File: src/rtl/leaderboard_ctrl.sv
`default_nettype none
// ============================================================================
//  Module   : leaderboard_ctrl
//  Brief    : Sorted top-DEPTH score table for Doodle Fall. Accepts one final
//             score per game over valid/ready, inserts it with a multi-cycle
//             scan/shift FSM, and exposes a combinational read port plus the
//             current best score for the display.
//  Revision : 1.0  initial release
// ============================================================================
module leaderboard_ctrl #(
    parameter int DEPTH = 4,
    parameter int WIDTH = 32
) (
    input  logic                         clk,
    input  logic                         rst,
    input  logic                         req_valid,
    input  logic [WIDTH-1:0]             req_score,
    output logic                         req_ready,
    input  logic                         clr,
    output logic                         done,
    output logic                         placed,
    output logic [$clog2(DEPTH+1)-1:0]   rank,
    input  logic [$clog2(DEPTH)-1:0]     rd_idx,
    output logic [WIDTH-1:0]             rd_data,
    output logic [WIDTH-1:0]             best
);

    // Index width into the table, and rank width (rank can be DEPTH = "not placed")
    localparam int c_iw = $clog2(DEPTH);
    localparam int c_rw = $clog2(DEPTH + 1);

    localparam logic [c_iw-1:0] c_last      = c_iw'(DEPTH - 1);
    localparam logic [c_rw-1:0] c_rank_none = c_rw'(DEPTH);

    // FSM encoding
    localparam logic [2:0] c_st_idle  = 3'd0;
    localparam logic [2:0] c_st_scan  = 3'd1;
    localparam logic [2:0] c_st_shift = 3'd2;
    localparam logic [2:0] c_st_clear = 3'd3;
    localparam logic [2:0] c_st_done  = 3'd4;

    logic [2:0]        r_state;
    logic [WIDTH-1:0]  r_scores [DEPTH];
    logic [c_iw-1:0]   r_idx;        // scan position
    logic [c_iw-1:0]   r_ptr;        // shift / clear write position
    logic [WIDTH-1:0]  r_score_q;    // score latched at accept
    logic [c_rw-1:0]   r_rank_q;     // slot chosen by the scan
    logic              r_done;
    logic              r_placed;
    logic [c_rw-1:0]   r_rank;

    logic [c_rw-1:0]   w_idx_ext;
    logic [c_rw-1:0]   w_ptr_ext;
    logic              w_beats;

    assign w_idx_ext = c_rw'(r_idx);
    assign w_ptr_ext = c_rw'(r_ptr);

    // Strictly greater: a tie ranks below the existing entry, and a zero score
    // can never displace a zero entry.
    assign w_beats   = (r_score_q > r_scores[r_idx]);

    // clr has priority over a same-cycle request, so ready drops while it is high
    assign req_ready = (r_state == c_st_idle) && !clr;

    assign done      = r_done;
    assign placed    = r_placed;
    assign rank      = r_rank;
    assign best      = r_scores[0];

    // Read port: when DEPTH is not a power of two the index can exceed the table
    generate
        if (DEPTH == (1 << c_iw)) begin : g_rd_full
            assign rd_data = r_scores[rd_idx];
        end else begin : g_rd_guarded
            assign rd_data = (int'(rd_idx) < DEPTH) ? r_scores[rd_idx] : '0;
        end
    endgenerate

    // Insert / clear sequencer with the score table and registered result outputs
    always_ff @(posedge clk or posedge rst) begin
        if (rst) begin
            r_state   <= c_st_idle;
            r_scores  <= '{default: '0};
            r_idx     <= '0;
            r_ptr     <= '0;
            r_score_q <= '0;
            r_rank_q  <= c_rank_none;
            r_done    <= 1'b0;
            r_placed  <= 1'b0;
            r_rank    <= c_rank_none;
        end else begin
            r_done <= 1'b0;
            case (r_state)
                c_st_idle: begin
                    if (clr) begin
                        r_ptr   <= '0;
                        r_state <= c_st_clear;
                    end else if (req_valid) begin
                        r_score_q <= req_score;
                        r_idx     <= '0;
                        r_state   <= c_st_scan;
                    end
                end

                c_st_scan: begin
                    if (w_beats) begin
                        // Found the slot; make room by shifting from the bottom up
                        r_rank_q <= w_idx_ext;
                        r_ptr    <= c_last;
                        r_state  <= c_st_shift;
                    end else if (r_idx == c_last) begin
                        r_rank_q <= c_rank_none;
                        r_placed <= 1'b0;
                        r_rank   <= c_rank_none;
                        r_done   <= 1'b1;
                        r_state  <= c_st_done;
                    end else begin
                        r_idx <= r_idx + 1'b1;
                    end
                end

                c_st_shift: begin
                    if (w_ptr_ext != r_rank_q) begin
                        // ptr > rank_q >= 0 here, so ptr-1 is always a valid slot;
                        // the old bottom entry is overwritten on the first move
                        r_scores[r_ptr] <= r_scores[r_ptr - 1'b1];
                        r_ptr           <= r_ptr - 1'b1;
                    end else begin
                        r_scores[r_ptr] <= r_score_q;
                        r_placed        <= 1'b1;
                        r_rank          <= r_rank_q;
                        r_done          <= 1'b1;
                        r_state         <= c_st_done;
                    end
                end

                c_st_clear: begin
                    r_scores[r_ptr] <= '0;
                    if (r_ptr == c_last) begin
                        r_rank_q <= c_rank_none;
                        r_placed <= 1'b0;
                        r_rank   <= c_rank_none;
                        r_done   <= 1'b1;
                        r_state  <= c_st_done;
                    end else begin
                        r_ptr <= r_ptr + 1'b1;
                    end
                end

                c_st_done: begin
                    r_state <= c_st_idle;
                end

                default: begin
                    r_state <= c_st_idle;
                end
            endcase
        end
    end

endmodule
`default_nettype wire

File: config.mk
export PLATFORM = sky130hd
export DESIGN_NAME = leaderboard_ctrl
export DESIGN_NICKNAME = d
export VERILOG_FILES = /design/src/rtl/leaderboard_ctrl.sv
export SDC_FILE = /design/constraint.sdc
export NUM_CORES = 1
export LEC_CHECK = 0
export CAP_MARGIN = 20
export CELL_PAD_IN_SITES_DETAIL_PLACEMENT = 1
export CELL_PAD_IN_SITES_GLOBAL_PLACEMENT = 1
export CORE_MARGIN = 5
export CORE_UTILIZATION = 50
export CTS_CLUSTER_SIZE = 10
export DETAILED_ROUTE_END_ITERATION = 8
export GPL_ROUTABILITY_DRIVEN = 0
export GPL_TIMING_DRIVEN = 0
export PLACE_DENSITY_LB_ADDON = 0.08
export RECOVER_POWER = 25
export REMOVE_ABC_BUFFERS = 1
export SLEW_MARGIN = 10
export SYNTH_ARGS = -nofsm -noshare
export SYNTH_HDL_FRONTEND = slang
export SYNTH_SLANG_ARGS = --single-unit
export TNS_END_PERCENT = 30
File: constraint.sdc
create_clock -name clk -period 20.4 [get_ports clk]
set_input_delay 6.12 -clock clk [delete_from_list [all_inputs] [get_ports clk]]
set_output_delay 6.12 -clock clk [all_outputs]
set_load 0.005 [all_outputs]
* After elaboration in Yosys (flattened, before gate mapping)
Index checks and enable logic that the tools add are counted. W data, S select, Z words.
Cells by class: add/subtract/negate cells 3, $mul 0, div/mod/pow operators 0, $lt $le $gt $ge 6, eq/ne operators 19, shifts and indexed selects 0, mux-type cells 47, bitwise gates (word level) 7, reduce and logical (&&, ||, !) cells 15
Operator list (number):
- $bwmux W128 | 2
- $pmux W128 S2 | 1
- $mux W32 | 7
- $bmux W32 S2 | 3
- $and A128 B128 Y128 | 1
- $mux W128 | 1
- $not A128 Y128 | 1
- $demux W32 S2 | 1
- $gt A32 B32 Y1 | 1
- $mux W3 | 9
- $ne A2 B2 Y1 const B | 11
- $mux W2 | 8
- $reduce_and A5 Y1 | 3
- $ge A3 B3 Y1 const B | 4
- $not A2 Y3 | 4
- $pmux W3 S4 | 1
- $pmux W3 S3 | 1
- $mux W1 | 8
- $pmux W2 S4 | 1
- $eq A3 B2 Y1 const B | 2
- $ne A3 B3 Y1 const B | 2
- $pmux W1 S3 | 2
- $pmux W3 S2 | 1
- $reduce_and A3 Y1 | 2
- 15 further kinds | 20
Storage, ports and cells: register bits after elaboration 175, latch bits 0, bits in writable memories 0, ROM bits 0, bits of input ports 38, output and inout bits 70, memories kept 0

* Longest topological paths before layout
Gate-level depths: netlist of the first run.
word-level depth 8, gate-level depth with buffers 12, mapped depth without buffers 9

* Worst setup path before layout of the first run
Ideal clock, no wire load.
path type in2out, start input port rd_idx[1], end output port rd_data[21], data arrival time 7.428 ns, data required time 14.280 ns, path slack 6.852 ns, stages 4, buffers on the path 3, cells stage by stage clkbuf_1 -> clkbuf_1 -> buf_1 -> mux4_2
On the way: longest elaborated chain between the ends 4
Ends and longest elaborated chain:
- from (decl) | RTL line 23 | input logic [$clog2(DEPTH)-1:0] rd_idx,
- $not A2 Y3 (not written as such) | RTL line 74 | assign rd_data = r_scores[rd_idx];
- $bmux W32 S2 | RTL line 74
- $mux W32 (not written as such) (2 in a row) | RTL line 74
- to (decl) | RTL line 24 | output logic [WIDTH-1:0] rd_data,
No other way between the ends. The select of a mux whose other input is x is not followed.

* Worst setup path in the final report of the first run
start input port rd_idx[0], end output port rd_data[6]
The elaborated chain is that of the path after synthesis.

==> results of run 1 <==
cells by family after synthesis:
kind of cell    after synthesis
fa+ha+maj                    37
mux                         143
simple gates                248
xor+xnor                      3
buf+inv                     139
flops                       175
compound gates              181
sequential cells by signal (all words and copies together) (netlist names), 2 cells and up:
signal,cells
best,32
r_idx,2
r_ptr,2
r_rank_q,3
r_score_q,32
r_scores,96
r_state,3
rank,3
cells in the mapped netlist, drive strengths merged, types with 31 or more instances:
master / n
ha: 37
dfrtp: 173
o21ai: 78
nand2: 193
mux2: 46
inv: 42
a22o: 44
clkbuf: 42
a21oi: 31
mux4: 96
buf: 55
worst paths after layout:
path	endpoint	start	slack [ns]	depth (start not counted)
worst max register to register	r_scores[11]$_DFFE_PP0P_	r_ptr[0]$_DFFE_PP0P_	14.49	7
worst max-delay path	rd_data[6]	rd_idx[0]	6.43	3
max in group asynchronous	best[5]$_DFFE_PP0P_	rst	13.34	3
worst min register to register	rank[2]$_DFFE_PP1P_	rank[2]$_DFFE_PP1P_	0.51	2
min in group asynchronous	best[30]$_DFFE_PP0P_	rst	6.19	2
worst min-delay path	rank[2]$_DFFE_PP1P_	rank[2]$_DFFE_PP1P_	0.51	2
worst reg2reg max path, delay by kind of cell, from the launching register on:
kind | cells | cell delay (ns)
AOI/OAI and AO/OA | 1 | 0.14
adders and majority gates | 1 | 1.97
buffers and inverters | 2 | 1.72
DFF | 1 | 0.83
muxes | 2 | 1.03
and+or+nand+nor | 1 | 0.10
per-layer routing:
metal  routed length [um]  track usage  vias to the layer above  part of all wire
met1                12950       0.3541                     4186              0.40
met4                  482      0.07822                        0             0.015
met2                17100       0.4856                      263              0.53
met5                    0            0                        -                 0
li1                     -            -                     3443                 -
met3                 1512      0.04645                       34             0.047
where the power goes:
group | switching, W | leakage (nW) | internal [W]
logic | 0.000667 | 2.59 | 0.000623
clock network | 0.000147 | 0.284 | 0.000186
registers | 0.000192 | 2.24 | 0.000495
per-stage QoR:
step / worst slack [ns] / area (um^2) / hold slack, ns
3_5_place_dp: 6.412 / 11660 / 0.4988
6_report: 6.427 / 12240 / 0.5059
3_3_place_gp: 4.505 / 11370 / 0.4837
5_1_grt: 6.346 / 12240 / 0.5471
2_1_floorplan: 7.682 / 9958 / 0.4737
4_1_cts: 6.404 / 12260 / 0.5094
area by class of cell:
cell class | count | area [um^2] | share of cell area
multi-input combinational | 612 | 5439 | 0.4444
sequential | 175 | 4387 | 0.3584
clock buffer | 18 | 439.2 | 0.03588
timing repair buffer | 120 | 1311 | 0.1071
tap | 275 | 344.1 | 0.02811
clock inverter | 14 | 153.9 | 0.01257
inverter | 42 | 165.2 | 0.01349
==> out/metrics.yaml, run 1 <==
outcome: "complete, but fails checks"
violations: "max-capacitance violations, max-slew violations"
min_path_type: "register to register"
synth_top_area_frac: 0.4137
antenna_found_initial: 0
post_drt_via_cell_ratio: 6.311
final_cells: 1256
synthXorXnorAreaFrac: 0.002511
p_leak_nw: 5.112
synthTopCellsByArea: "dfrtp_1, mux4_2, nand2_1, mux2_2, ha_1"
setup-tns-final_ns: 0
h-tree-depth: 4
grt-ovfl-total: 0
num_rows: 53
crit_chain: "buf_4 -> mux4_2 -> clkdlybuf4s50_1"
path_buf_inv: 2
ant_nets: 0
period_needed_ns: 13.97
die_area_mm2: 0.02392
cp_top_family: "buffers and inverters"
synth.ff_latch_count: 175
synth_compound_area_frac: 0.1112
drt_iter0_markers: 512
grt_start_max_net_pins: 91
end_kind: "output port"
setup-violations-final: 0
drive_above_1_share: 0.2181
peakVddDrop_mv: 0.08944
clock_skew_ns: 0.01190
p_total_w: 0.002310
clkSlewWorstSetupHoldPaths_ns: 0.07
synth.avg_cell_area_um2: 11.30
dp_cells: 1223
fmax_mhz: 71.57
synthMuxAreaShare: 0.2571
top_level_ports: 108
cts_resized: 0
area_growth_pct: 16.95
cts_sinks: 175
die_x_um: 154.7
numPortBuffers: 107
track_usage: 0.2762
crit_type: "input pin to output port"
dr.pass1.iters: 5
first_global_vias: 8883
final_common_cell: "nand2_1"
most-common-layout-cells: "nand2_1, dfrtp_1, clkdlybuf4s50_1, mux4_2, o21ai_0"
fin_util: 0.5878
synth_top_family_by_area: "multiplexers"
finalHoldViolCount: 0
max_stage_delay_ns: 0.63
ys_types: 53
ys_seq_area_frac: 0.4187
synthFlopType: "dfrtp_1"
crit_fanout: 32
worstSkewPairLatency_ns: 0.43
cap_viol_max_count: 2
hpwl_um: 20900
drc: 0
yosys_warnings: 0
cts-root-buf: "clkbuf_16"
wl_per_cell_um: 25.51
synth_cells: 926
synth-adder-area-share: 0.04424
fillers: 2191
period_share: 0.6850
cts_tree: "yes"
grt_pass1_wl_um: 51290
max_slew_margin: -0.5393
crit_arrival_ns: 7.85
via_count: 7926
drv_slew: 60
cts_hold_buf: 0
initial_utilization: 0.5026
synth-edff-count: 0
worst_pin_slew_ns: 2.309
diodes: 0
yosysTopAreaCell: "dfrtp_1"
die_h_um: 154.7
crit_slowest_cell: "mux4_2"
cts_buffer_depth: 2
rsz0062_at_grt: "no"
wirelength_um: 32050
syn-cell-area_mm2: 0.01047
powerDensity_mw_per_mm2: 188.7
cts_made_buffers: 17
synthSimpleGateAreaFrac: 0.1028
cp-start-kind: "input pin"
synthArstFlopShare: 1.000
cp.required_ns: 14.28
nNetsFinal: 1043
core_mm2: 0.02082
post_cts_buffers: 0
No activity file was read; power rests on OpenSTA's default activity.
==> run 2, diff against run 1 <==
--- a/config.mk
+++ b/config.mk
@@ -9,7 +9,7 @@
 export CELL_PAD_IN_SITES_DETAIL_PLACEMENT = 1
 export CELL_PAD_IN_SITES_GLOBAL_PLACEMENT = 1
 export CORE_MARGIN = 5
-export CORE_UTILIZATION = 50
+export CORE_UTILIZATION = 42
 export CTS_CLUSTER_SIZE = 10
 export DETAILED_ROUTE_END_ITERATION = 8
 export GPL_ROUTABILITY_DRIVEN = 0
==> constraint.sdc (replaced) <==
create_clock -name clk -period 12.3 [get_ports clk]
set_input_delay 3.69 -clock clk [delete_from_list [all_inputs] [get_ports clk]]
set_output_delay 3.69 -clock clk [all_outputs]
set_load 0.005 [all_outputs]
==> run 2 against run 1 <==
The run still ends with max-capacitance violations, max-slew violations left. Worst setup slack got worse by 3.2 ns. Clock skew is essentially flat. Clock power rose by 57%. Critical endpoint is now rd_data[0]. Power up 63%. Highest routed layer unchanged. Critical path depth grew 1. Register-to-register slack worse by 8.3 ns. Largest cell class unchanged. Design area is 0.17% higher.
==> out/metrics.yaml, run 2 (synthesized netlist as in run 1, its figures left out) <==
end_kind: "output port"  # unchanged
cts_buffer_depth: 2  # unchanged
antenna_found_initial: 0  # unchanged
max_stage_delay_ns: 0.55  # was 0.63 ns
drive_above_1_share: 0.2171  # was 0.2181
fin_util: 0.5012  # was 0.5878
cp-start-kind: "input pin"  # unchanged
track_usage: 0.2253  # was 0.2762
grt_start_max_net_pins: 105  # was 91
outcome: "complete, but fails checks"  # unchanged
crit_slowest_cell: "mux4_2"  # unchanged
post_cts_buffers: 0  # unchanged
powerDensity_mw_per_mm2: 306.6  # was 188.7 mW/mm^2
die_area_mm2: 0.02817  # was 0.02392 mm^2
worstSkewPairLatency_ns: 0.44  # was 0.43 ns
h-tree-depth: 4  # unchanged
clock_skew_ns: 0.01240  # was 0.01190 ns
crit_fanout: 18  # was 32
period_share: 0.7400
period_needed_ns: 9.102
drc: 0  # unchanged
fmax_mhz: 109.9
max_slew_margin: -0.5646  # was -0.5393
worst_pin_slew_ns: 2.347  # was 2.309 ns
die_h_um: 167.9  # was 154.7 um
cts_sinks: 175  # unchanged
setup-tns-final_ns: 0  # unchanged
min_path_type: "register to register"  # unchanged
num_rows: 57  # was 53
wirelength_um: 31170  # was 32,050 um
finalHoldViolCount: 0  # unchanged
violations: "max-capacitance violations, max-slew violations"  # unchanged
cts_resized: 0  # unchanged
via_count: 7690  # was 7,926
cap_viol_max_count: 2  # unchanged
crit_arrival_ns: 5.41  # was 7.85 ns
nNetsFinal: 1043  # unchanged
final_common_cell: "nand2_1"  # unchanged
wl_per_cell_um: 23.88  # was 25.51 um
largest_register_ffs: 96  # unchanged
cp.required_ns: 8.61  # was 14.28 ns
top_level_ports: 108  # unchanged
cts_made_buffers: 17  # unchanged
dr.pass1.iters: 5  # unchanged
area_growth_pct: 17.16  # was 16.95%
drt_iter0_markers: 470  # was 512
most-common-layout-cells: "nand2_1, dfrtp_1, clkdlybuf4s50_1, mux4_2, o21ai_0"  # unchanged
grt_pass1_wl_um: 49290  # was 51,290 um
rsz0062_at_grt: "no"  # unchanged
peakVddDrop_mv: 0.1748  # was 0.08944 mV
regMostFlops: "r_scores"  # unchanged
initial_utilization: 0.4278  # was 0.5026
drv_slew: 61  # was 60
setup-violations-final: 0  # unchanged
first_global_vias: 8130  # was 8,883
crit_type: "input pin to output port"  # unchanged
diodes: 0  # unchanged
grt-ovfl-total: 0  # unchanged
hpwl_um: 19960  # was 20,900 um
crit_chain: "buf_2 -> buf_12 -> mux4_2 -> clkdlybuf4s50_1"  # was buf_4 -> mux4_2 -> clkdlybuf4s50_1
core_mm2: 0.02446  # was 0.02082 mm^2
die_x_um: 167.9  # was 154.7 um
clkSlewWorstSetupHoldPaths_ns: 0.07  # about the same
cts_tree: "yes"  # unchanged
post_drt_via_cell_ratio: 5.893  # was 6.311
p_leak_nw: 5.086  # was 5.112 nW
numPortBuffers: 107  # unchanged
cts-root-buf: "clkbuf_16"  # unchanged
cts_hold_buf: 0  # unchanged
ant_nets: 0  # unchanged
-- run 2: cell count changes in the layout (fill, tap and decap cells not counted) --
cell / change
inv_6: -1
buf_8: -1
clkinv_2: -1
clkinv_4: +2
clkbuf_1: +1
bufinv_16: -2
clkinvlp_4: +1
buf_12: +1
-- run 2: where the power goes --
group	leakage (nW)	total [W]	internal [W]	switching [W]
logic	2.59	0.00210	0.00103	0.00107
registers	2.24	0.00113	0.000821	0.000311
clock network	0.257	0.000524	0.000268	0.000257
-- run 2: worst paths after layout --
path | slack [ns] | depth (start not counted) | endpoint | start
max in group asynchronous | 7.66 | 3 | r_scores[73]$_DFFE_PP0P_ | rst
min in group asynchronous | 3.70 | 2 | best[31]$_DFFE_PP0P_ | rst
hold reg to reg | 0.49 | 2 | rank[2]$_DFFE_PP1P_ | rank[2]$_DFFE_PP1P_
setup / recovery | 3.20 | 4 | rd_data[0] | rd_idx[1]
setup reg to reg | 6.17 | 7 | r_scores[17]$_DFFE_PP0P_ | r_ptr[0]$_DFFE_PP0P_
hold / removal | 0.49 | 2 | rank[2]$_DFFE_PP1P_ | rank[2]$_DFFE_PP1P_
-- run 2: metrics by stage --
step / total power, W / std cells / area (um^2) / hold WS [ns] / setup slack [ns]
floorplan: 0.002394 / 829 / 9958 / 0.4737 / 3.868
global placement: 0.003138 / 1260 / 11430 / 0.4748 / 0.9911
detailed placement: 0.003249 / 1273 / 11740 / 0.4890 / 3.160
CTS: 0.003789 / 1305 / 12290 / 0.4997 / 3.159
global route: 0.004035 / 1305 / 12260 / 0.5366 / 3.075
finish: 0.003759 / 1305 / 12260 / 0.4949 / 3.198
-- run 2: critical path: cells and delay by family --
kind	cells	cell delay, ns
buf+inv	3	1.15
mux	1	0.55
-- run 2: layer usage --
metal  global-route usage  up-vias  part of all wire
met5                    0        -                 0
met4              0.04764        0             0.012
met3              0.04385       29             0.041
met2               0.3552      166              0.47
met1               0.3280     4054              0.48
li1                     -     3441                 -
-- run 2: layout make-up --
cell class,instances,area (um^2)
tap,324,405.4
clock buffer,19,442.9
clock inverter,13,105.1
sequential,175,4387
timing repair buffer,120,1316
fill,2583,12200
multi-input combinational,612,5439
inverter,42,165.2
==> run 3, diff against run 2 <==
--- a/config.mk
+++ b/config.mk
@@ -9,7 +9,7 @@
 export CELL_PAD_IN_SITES_DETAIL_PLACEMENT = 1
 export CELL_PAD_IN_SITES_GLOBAL_PLACEMENT = 1
 export CORE_MARGIN = 5
-export CORE_UTILIZATION = 42
+export CORE_UTILIZATION = 46
 export CTS_CLUSTER_SIZE = 10
 export DETAILED_ROUTE_END_ITERATION = 8
 export GPL_ROUTABILITY_DRIVEN = 0
==> constraint.sdc (replaced) <==
create_clock -name clk -period 8.4 [get_ports clk]
set_input_delay 2.52 -clock clk [delete_from_list [all_inputs] [get_ports clk]]
set_output_delay 2.52 -clock clk [all_outputs]
set_load 0.005 [all_outputs]
==> run 3 against run 2 <==
The flow still finishes with violations (max-capacitance violations, max-slew violations). Power grew 50%. Critical path depth shrank 1. Non-clock buffer count is the same. Wire length grew 5.2%. Design area is essentially flat. Clock skew shrank 0.00056 ns. Combinational power grew 49%. Worst setup slack lost 1.6 ns. Count of clock-buffer cells in the layout shrank 1. Clock power grew 56%.
==> out/metrics.yaml, run 3 (synthesized netlist as in run 1, its figures left out) <==
outcome: "complete, but fails checks"  # unchanged
violations: "max-capacitance violations, max-slew violations"  # unchanged
crit_chain: "buf_4 -> mux4_2 -> clkdlybuf4s50_1"  # was buf_2 -> buf_12 -> mux4_2 -> clkdlybuf4s50_1
max_stage_delay_ns: 0.65  # was 0.55 ns
cp-start-kind: "input pin"  # unchanged
worstSkewPairLatency_ns: 0.45  # was 0.44 ns
die_x_um: 160.8  # was 167.9 um
drt_iter0_markers: 409  # was 470
setup-violations-final: 0  # unchanged
clkSlewWorstSetupHoldPaths_ns: 0.07  # about the same
via_count: 7938  # was 7,690
cp.required_ns: 5.88  # was 8.61 ns
hpwl_um: 21090  # was 19,960 um
cts-root-buf: "clkbuf_16"  # unchanged
post_cts_buffers: 0  # unchanged
core_mm2: 0.02250  # was 0.02446 mm^2
peakVddDrop_mv: 0.2610  # was 0.1748 mV
p_int_w: 0.003153  # was 0.002121 W
nNetsFinal: 1043  # unchanged
drc: 0  # unchanged
p_total_w: 0.005634  # was 0.003759 W
drv_slew: 100  # was 61
crit_fanout: 32  # was 18
period_needed_ns: 6.775
powerDensity_mw_per_mm2: 459.2  # was 306.6 mW/mm^2
finalHoldViolCount: 0  # unchanged
cts_resized: 0  # unchanged
rsz0062_at_grt: "no"  # unchanged
wl_per_cell_um: 25.89  # was 23.88 um
cap_viol_max_count: 3  # was 2
regMostFlops: "r_scores"  # unchanged
grt_start_max_net_pins: 111  # was 105
min_path_type: "register to register"  # unchanged
die_h_um: 160.8  # was 167.9 um
antenna_found_initial: 0  # unchanged
track_usage: 0.2596  # was 0.2253
grt-ovfl-total: 0  # unchanged
crit_arrival_ns: 4.26  # was 5.41 ns
p_leak_nw: 5.113  # was 5.086 nW
cts_buffer_depth: 2  # unchanged
seq_power_share: 0.300  # was 0.301
p_sw_w: 0.002481  # was 0.001638 W
preCtsSetupSlack_ns: 1.596  # was 3.160 ns
largest_register_ffs: 96  # unchanged
numPortBuffers: 107  # unchanged
die_area_mm2: 0.02587  # was 0.02817 mm^2
dr.pass1.iters: 5  # unchanged
wirelength_um: 32780  # was 31,170 um
crit_type: "input pin to output port"  # unchanged
post_drt_via_cell_ratio: 6.270  # was 5.893
setup_ws_ns: 1.625  # was 3.198 ns
switching_share: 0.4403  # was 0.4357
drive_above_1_share: 0.2192  # was 0.2171
period_share: 0.8066
h-tree-depth: 4  # unchanged
clockPowerShare: 0.145  # was 0.140
cts_hold_buf: 0  # unchanged
cts_made_buffers: 17  # unchanged
p_comb_frac: 0.555  # was 0.559
clock_skew_ns: 0.01183  # was 0.01240 ns
ant_nets: 0  # unchanged
final_common_cell: "nand2_1"  # unchanged
crit_slowest_cell: "mux4_2"  # unchanged
first_global_vias: 8740  # was 8,130
initial_utilization: 0.4651  # was 0.4278
end_kind: "output port"  # unchanged
worst_pin_slew_ns: 3.147  # was 2.347 ns
max_slew_margin: -1.109  # was -0.5646
fillers: 2340  # was 2,583
setup-tns-final_ns: 0  # unchanged
fmax_mhz: 147.6
top_level_ports: 108  # unchanged
cts_tree: "yes"  # unchanged
num_rows: 55  # was 57
diodes: 0  # unchanged
grt_pass1_wl_um: 51870  # was 49,290 um
most-common-layout-cells: "nand2_1, dfrtp_1, clkdlybuf4s50_1, mux4_2, o21ai_0"  # unchanged
area_growth_pct: 17.25  # was 17.16%
cts_sinks: 175  # unchanged
-- run 3: routing by layer --
| layer | vias up | GRT usage | share of wire |
|---|---|---|---|
| met5 | - | 0 | 0 |
| met4 | 0 | 0.08492 | 0.025 |
| met3 | 56 | 0.04619 | 0.048 |
| met2 | 242 | 0.4401 | 0.51 |
| met1 | 4197 | 0.3406 | 0.42 |
| li1 | 3443 | - | - |
-- run 3: power groups by stage --
stage / combinational [W] / sequential, W / clock, W
floorplan: 0.00197 / 0.00153 / 0
global placement: 0.00285 / 0.00167 / 0
detailed placement: 0.00310 / 0.00169 / 0
CTS: 0.00314 / 0.00168 / 0.000829
global route: 0.00339 / 0.00174 / 0.000865
finish: 0.00313 / 0.00169 / 0.000816
-- run 3: final timing paths --
| path | from | end | slack (ns) | cells after the start |
|---|---|---|---|---|
| setup / recovery | rd_idx[0] | rd_data[3] | 1.62 | 3 |
| hold / removal | rank[2]$_DFFE_PP1P_ | rank[2]$_DFFE_PP1P_ | 0.51 | 2 |
| setup reg to reg | r_ptr[0]$_DFFE_PP0P_ | r_scores[14]$_DFFE_PP0P_ | 3.39 | 6 |
| hold reg to reg | rank[2]$_DFFE_PP1P_ | rank[2]$_DFFE_PP1P_ | 0.51 | 2 |
| max in group asynchronous | rst | r_scores[15]$_DFFE_PP0P_ | 3.51 | 2 |
| min in group asynchronous | rst | r_scores[94]$_DFFE_PP0P_ | 3.42 | 2 |
-- run 3: area by class of cell --
cell class	count	area [um^2]	area share
Multi-Input combinational cell	612	5439	0.4433
Clock inverter	14	143.9	0.01173
Inverter	42	158.9	0.01295
Timing Repair Buffer	120	1346	0.1097
Clock buffer	18	439.2	0.03579
Sequential cell	175	4387	0.3575
Tap cell	285	356.6	0.02906
-- run 3: critical path, delay by kind of cell --
kind                   cells  cell delay, ns
buffers and inverters      2            1.06
multiplexers               1            0.65
-- run 3: stage by stage --
step | cells | cell area (um^2) | hold WS (ns) | util
after floorplan | 829 | 9958 | 0.4737 | -
after global placement | 1221 | 11390 | 0.4831 | 0.5060
after detailed placement | 1234 | 11710 | 0.5085 | 0.5203
after CTS | 1266 | 12290 | 0.5196 | 0.5462
after global routing | 1266 | 12270 | 0.5197 | 0.5453
final | 1266 | 12270 | 0.5132 | 0.5453
